==> src/rtl/mux_pkg.sv <==
// Shared constants for the 4-to-1 round-robin stream mux.
// Defaults for data/index widths, channel count and arbiter reset pointer.
package mux_pkg;

   localparam int WIDTH = 8;
   localparam int SNUM  = 2;
   localparam int NCH   = 4;

   // Pointer reset to 3 so channel 0 is first in line after reset.
   localparam logic [1:0] LAST_RST = 2'd3;

endpackage

==> src/rtl/mux_4to1_stream_rr_arb.sv <==
// Combinational 4-way round-robin arbiter, search starts at last+1.
// Ports: i_req, i_last in; o_gnt (one-hot), o_idx (encoded) out.
module rr_arbiter_4
   import mux_pkg::*;
(
   input  logic [NCH-1:0] i_req,
   input  logic [1:0]     i_last,
   output logic [NCH-1:0] o_gnt,
   output logic [1:0]     o_idx
);

   logic [1:0] w_cand;
   logic       w_hit;

   // Offsets 1..4 wrap mod 4; offset 4 revisits last itself.
   always_comb begin
      o_gnt  = '0;
      o_idx  = '0;
      w_cand = '0;
      w_hit  = 1'b0;
      for (int k = 1; k <= NCH; k++) begin
         w_cand = i_last + 2'(k);
         if (!w_hit && i_req[w_cand]) begin
            o_gnt[w_cand] = 1'b1;
            o_idx         = w_cand;
            w_hit         = 1'b1;
         end
      end
   end

endmodule

==> src/rtl/mux_4to1_stream_rr.sv <==
// Registered 4-to-1 valid/ready stream mux, round-robin, source-tagged.
// Ports: clk, rst_n, i0..i3, i_valid, i_ready, o, o_sel, o_valid, o_ready.
module mux_4to1_stream_rr
   import mux_pkg::*;
#(
   parameter int width = WIDTH,
   parameter int snum  = SNUM
) (
   input  logic             clk,
   input  logic             rst_n,
   input  logic [width-1:0] i0,
   input  logic [width-1:0] i1,
   input  logic [width-1:0] i2,
   input  logic [width-1:0] i3,
   input  logic [3:0]       i_valid,
   output logic [3:0]       i_ready,
   output logic [width-1:0] o,
   output logic [snum-1:0]  o_sel,
   output logic             o_valid,
   input  logic             o_ready
);

   logic [width-1:0] r_o;
   logic [snum-1:0]  r_sel;
   logic             r_valid;
   logic [1:0]       r_last;

   logic [3:0]       w_gnt;
   logic [1:0]       w_idx;
   logic             w_load;
   logic [width-1:0] w_data;

   rr_arbiter_4 u_arb (
      .i_req  (i_valid),
      .i_last (r_last),
      .o_gnt  (w_gnt),
      .o_idx  (w_idx)
   );

   assign w_load = !r_valid | o_ready;

   // Gated by rst_n so nothing is accepted while reset is held.
   assign i_ready = w_gnt & {4{w_load & rst_n}};

   always_comb begin
      w_data = i0;
      case (w_idx)
         2'd0:    w_data = i0;
         2'd1:    w_data = i1;
         2'd2:    w_data = i2;
         default: w_data = i3;
      endcase
   end

   always_ff @(posedge clk or negedge rst_n) begin
      if (!rst_n) begin
         r_o     <= '0;
         r_sel   <= '0;
         r_valid <= 1'b0;
         r_last  <= LAST_RST;
      end else if (w_load) begin
         if (|w_gnt) begin
            r_o     <= w_data;
            r_sel   <= snum'(w_idx);
            r_valid <= 1'b1;
            r_last  <= w_idx;
         end else begin
            r_valid <= 1'b0;
         end
      end
   end

   assign o       = r_o;
   assign o_sel   = r_sel;
   assign o_valid = r_valid;

endmodule

==> config.mk <==
export PLATFORM = sky130hd
export DESIGN_NAME = mux_4to1_stream_rr
export DESIGN_NICKNAME = d
export VERILOG_FILES = /design/src/rtl/mux_pkg.sv /design/src/rtl/mux_4to1_stream_rr_arb.sv /design/src/rtl/mux_4to1_stream_rr.sv
export SDC_FILE = /design/constraint.sdc
export NUM_CORES = 1
export LEC_CHECK = 0
export CORE_MARGIN = 3
export CORE_UTILIZATION = 45
export DETAILED_ROUTE_END_ITERATION = 10
export PLACE_DENSITY = 0.82
export SETUP_SLACK_MARGIN = 0.02
export SYNTH_ARGS = -nofsm -noshare
export SYNTH_HDL_FRONTEND = slang
export SYNTH_SLANG_ARGS = --single-unit
==> constraint.sdc <==
create_clock -name clk -period 4.7 [get_ports clk]
set_input_delay 0.94 -clock clk [delete_from_list [all_inputs] [get_ports clk]]
set_output_delay 0.94 -clock clk [all_outputs]
set_load 0.005 [all_outputs]
## After elaboration in Yosys (flattened, before gate mapping)

Index checks and enable logic that the tools add are counted.

- Bits in registers: 13
- Input port bits: 39
- Output and inout bits: 15
- Logic and storage cells: 66

- Add/sub/neg operators: 3
- Order comparisons: 8
- Equality and inequality tests: 2
- Mux-type cells: 29
- Bitwise operators: 6
- Reductions and logical operators: 14

Operators with widths:

| operator | count |
|---|---|
| 8-bit one-hot mux with 3 select lines | 1 |
| 4-bit 2-to-1 mux | 4 |
| 2-bit by 3-bit less-than comparator with 1-bit output (second input constant) | 4 |
| 1-bit 2-to-1 mux | 12 |
| 4-bit bitwise OR | 3 |
| 1-bit binary-select mux with 2-bit select | 4 |
| 1-bit demux with 2-bit select | 4 |
| 2-bit by 1-bit >= comparator with 1-bit output (second input constant) | 4 |
| 2-bit 2-to-1 mux | 4 |
| 1-bit logical AND | 7 |
| 2-bit adder (second input constant) | 2 |
| 4-bit bitwise AND | 1 |
| 1-bit zero test | 4 |
| 4-bit OR reduction | 1 |
| 2-bit by 1-bit adder with 2-bit output (second input constant) | 1 |
| 2-bit by 1-bit == test with 1-bit output (second input constant) | 1 |
| 2-bit == test (second input constant) | 1 |
| 2-bit zero test | 1 |
| 2-bit AND reduction | 1 |
| 1-bit bitwise AND | 1 |
| 1-bit bitwise OR | 1 |

## Longest topological paths before layout

- Depth in word-level cells: 15
- Depth in mapped cells: 13
- Depth with buffers taken out: 9

## Cells and area by module

A second synthesis with hierarchy kept.

- Cells, all modules: 113
- Area total of the unflattened synthesis: 1311.3 um^2

By module, submodules not included:

| module | instances | cells an instance | area each (um^2) |
|---|---|---|---|
| mux_4to1_stream_rr | 1 | 45 | 765.7 |
| rr_arbiter_4 | 1 | 68 | 545.5 |

## Worst setup path after synthesis

Ideal clock, no wire load.

- Path type: reg2out
- Start point: reg r_last[0]
- End point: out i_ready[0]
- Data arrival time: 2562 ps
- Slack: 1198 ps
- Cell stages (with the launch flop): 9
- Path buffers: 2
- Cell sequence: dfstp_2 buf_2 inv_1 ha_1 buf_2 mux4_2 nor3b_4 a22oi_1 a31oi_1

- Word-level cells in the longest chain between the ends: 14
- Elaborated cells between the ends (all ways): 48

RTL lines:

| what | line | text |
|---|---|---|
| from (decl) | mux_4to1_stream_rr.sv:26 | `logic [1:0] r_last;` |
| from (signal assigned) | mux_4to1_stream_rr.sv:66 | `r_last <= w_idx;` |
| parallel branches: the longest is 12 deep, another holds 2-bit by 3-bit less-than comparator with 1-bit output | -- |  |
| 4-bit 2-to-1 mux * | mux_4to1_stream_rr_arb.sv:23 | `if (!w_hit && i_req[w_cand]) begin` |
| 4-bit bitwise AND * | mux_4to1_stream_rr.sv:43 | `assign i_ready = w_gnt & {4{w_load & rst_n}};` |
| to (decl) | mux_4to1_stream_rr.sv:16 | `output logic [3:0] i_ready,` |

Every way passes the cells marked *. The select of a mux whose other input is x is not followed.

## Worst setup path in the final report

Ends and elaborated chain as after synthesis.

==> results.sh <==
export IMPL_status="complete, no violations"
export IMPL_vias_per_cell=5.41
export IMPL_cts_resized=0
export IMPL_dp_slack_ps=361
export IMPL_syn_inst=133
export IMPL_reg2reg_slack_ps=1260
export IMPL_multi_input_area_um2=993
export IMPL_synth_top_cell_by_area="dfrtp_1"
export IMPL_design_core_area_mm2=0.00288
export IMPL_antenna_found_initial=0
export IMPL_grt_pass1_vias=1271
export IMPL_synthTopCellsByCount="mux2i_1, dfrtp_1, mux2_4"
export IMPL_min_delay_start="o[0]"
export IMPL_cts_tree="yes"
export IMPL_nFillCells=225
export IMPL_maxSlewHeadroom_pct=56.1
export IMPL_placed_area_mm2=0.00194
export IMPL_design_area_mm2=0.00196
export IMPL_synth_most_common_cell="mux2i_1"
export IMPL_synth_area_leaders="dfrtp_1, mux2i_1, mux2_4"
export IMPL_h_tree_depth=1
export IMPL_fin_ws_ps=241
export IMPL_yosys_cell_types_count=42
export IMPL_hpwl_um=2530
export IMPL_rr_endpoint="o[0]"
export IMPL_cts_clk_slew_worst_paths_ps=70
export IMPL_num_rows=19
export IMPL_fin_skew_ps=7.27
export IMPL_die_w_um=62.3
export IMPL_io_pins=54
export IMPL_hold_viol=0
export IMPL_wl_um=3150
export IMPL_period_needed_ps=4460
export IMPL_postCtsHoldBufs=0
export IMPL_power_leakage_nw=0.883
export IMPL_setup_violations=0
export IMPL_async_flop_share_pct=100
export IMPL_grt_pass1_wl_um=5600
export IMPL_rsz0062_at_grt="false"
export IMPL_drv_cap=0
export IMPL_start_util_pct=49.5
export IMPL_gr_usage_all_layers_pct=17.5
export IMPL_drtIter0Drc=60
export IMPL_clk_latency_ps=280
export IMPL_diodes=0
export IMPL_via_count=1217
export IMPL_synth_top_area_share_pct=19.3
export IMPL_die_area_mm2=0.00388
export IMPL_slowest_delay_ps=730
export IMPL_firstDrtPassIters=4
export IMPL_power_density_mw_per_mm2=715
export IMPL_gp_congestion=0.838
export IMPL_dp_cells=221
export IMPL_fmax_mhz=224
export IMPL_hold_end="o[0]"
export IMPL_start_kind="flip-flop"
export IMPL_ys_ff_latch=13
export IMPL_layout_drive_gt1_share_pct=16.9
export IMPL_min_period_over_period_pct=94.9
export IMPL_grt_max_degree=21
export IMPL_syn_mean_instance_area_um2=10.7
export IMPL_ir_drop_uv=355
export IMPL_ys_flop_type="dfrtp_1"
export IMPL_tightest_slew_ps=651
export IMPL_hold_path_class="flip-flop to flip-flop"
export IMPL_yosys_warnings=0
export IMPL_cts_sinks=13
export IMPL_finalMaxSlewViolations=0
export IMPL_hold_depth=1
export IMPL_yosysSeqAreaShare_pct=23.0
export IMPL_numCtsBuffers=3
export IMPL_post_cts_buffers=0
export IMPL_cp_end_kind="output pin"
export IMPL_critPathSlowestCell="dfstp_2"
export IMPL_worstPathRequired_ps=3760
export IMPL_syn_nets=180
export IMPL_criticalPathCategory="flip-flop to output pin"
export IMPL_syn_to_final_growth_pct=38.0
export IMPL_cts_buffer_depth=2
export IMPL_clock_root_buffer="clkbuf_4"
export IMPL_tns_ps=0
export IMPL_rr_worst_depth=8
export IMPL_regArea_um2=328
export IMPL_ant_nets=0
export IMPL_synth_area_mm2=0.00142
export IMPL_arrival_ps=3520
export IMPL_wl_per_cell_um=14.0
export IMPL_fin_util_pct=68.3
export IMPL_worstPathMaxFanout=20
export IMPL_drc=0
export IMPL_gr_total_overflow=0
export IMPL_die_h_um=62.3
export IMPL_timing_rr_start="r_last[0]"
export IMPL_crit_chain="inv_1 > ha_1 > mux4_2 > nor3b_4 > a22oi_1 > a31oi_1 > clkdlybuf4s50_1"
export IMPL_synth_edf_count=0
export IMPL_final_cells=225
export IMPL_port_buffers=53
export IMPL_nets=231
## report_power, final
group	total (W)	leakage (nW)	internal, W	switching (W)
Combinational	0.00108	0.720	0.000604	0.000479
Sequential	0.000252	0.148	0.000186	0.0000661
Clock	0.0000686	0.0150	0.0000329	0.0000357
## logic make-up (layout without fill, tap and decap cells)
| kind of cell | count (synthesis) | count (layout) | share of synthesized area (%) |
|---|---|---|---|
| buf+inv | 13 | 63 | 7.21 |
| flops | 13 | 13 | 23.0 |
| simple gates | 33 | 33 | 15.7 |
| fa+ha+maj | 8 | 8 | 7.03 |
| mux | 39 | 39 | 31.6 |
| compound gates | 27 | 27 | 15.4 |
## metrics by stage
stage / total power (W) / hold slack (ps)
after global routing: 0.00152 / 518
after floorplan: 0.00113 / 489
after global placement: 0.00131 / 476
after CTS: 0.00142 / 497
final: 0.00140 / 496
after detailed placement: 0.00135 / 481
## per-layer routing
metal	up-vias	part of all wire [%]	global-route usage, %	routed length [µm]
li1	600	-	-	-
met1	554	40	20.0	1260
met2	59	49	30.9	1550
met3	4	9.6	4.86	303
met4	0	1.1	6.61	35
met5	-	0	0	0
## registers in the layout, indices dropped and copies added (netlist names)
register	count
o_valid	1
o	8
r_last	2
o_sel	2
## worst max-delay path by stage
stage / startpoint / end / slack [ps] / cells past startpoint
after global routing: r_last[0] / i_ready[3] / 50 / 7
after CTS: r_last[0] / i_ready[0] / 230 / 7
after detailed placement: i_valid[3] / i_ready[0] / 360 / 7
after global placement: i_valid[3] / i_ready[0] / 490 / 7
final: r_last[0] / i_ready[0] / 240 / 7
after floorplan: r_last[0] / i_ready[0] / 1200 / 8
## layout make-up
type	count	share of cell area, %
sequential	13	16.7
tap	42	2.68
timing repair buffer	56	28.2
multi-input combinational	107	50.6
inverter	3	0.573
clock buffer	4	1.34
## cell usage in the layout (no fill, tap or decap), types with 2 or more instances in the layout
cell             synthesis  layout
dfstp_2                  2       2
o21ai_0                  4       4
clkbuf_4                 0       3
o21ai_2                  2       2
a22oi_2                  2       2
inv_1                    3       3
a21oi_1                  5       5
and3b_1                  2       2
nor2_1                   3       3
buf_4                    1       3
clkdlybuf4s50_1          0      53
dfrtp_1                 11      11
mux2_1                   2       2
nand3_2                  3       3
mux2_4                   9       9
a31oi_1                  5       5
or3b_1                   2       2
o21a_1                   2       2
nor3b_1                  2       2
ha_1                     8       8
a22oi_1                  2       2
nor3_1                   2       2
mux2i_1                 27      27
nand2_1                  8       8
## worst max-delay path, delay by kind of cell (launching register included)
| kind | cells | cell delay, ps |
|---|---|---|
| flip-flops | 1 | 730 |
| buffers and inverters | 2 | 710 |
| multiplexers | 1 | 630 |
| adder cells (fa/ha/maj) | 1 | 490 |
| AO/OA/AOI/OAI | 2 | 360 |
| AND/OR/NAND/NOR | 1 | 320 |
Power figures use the tool's default switching activity.
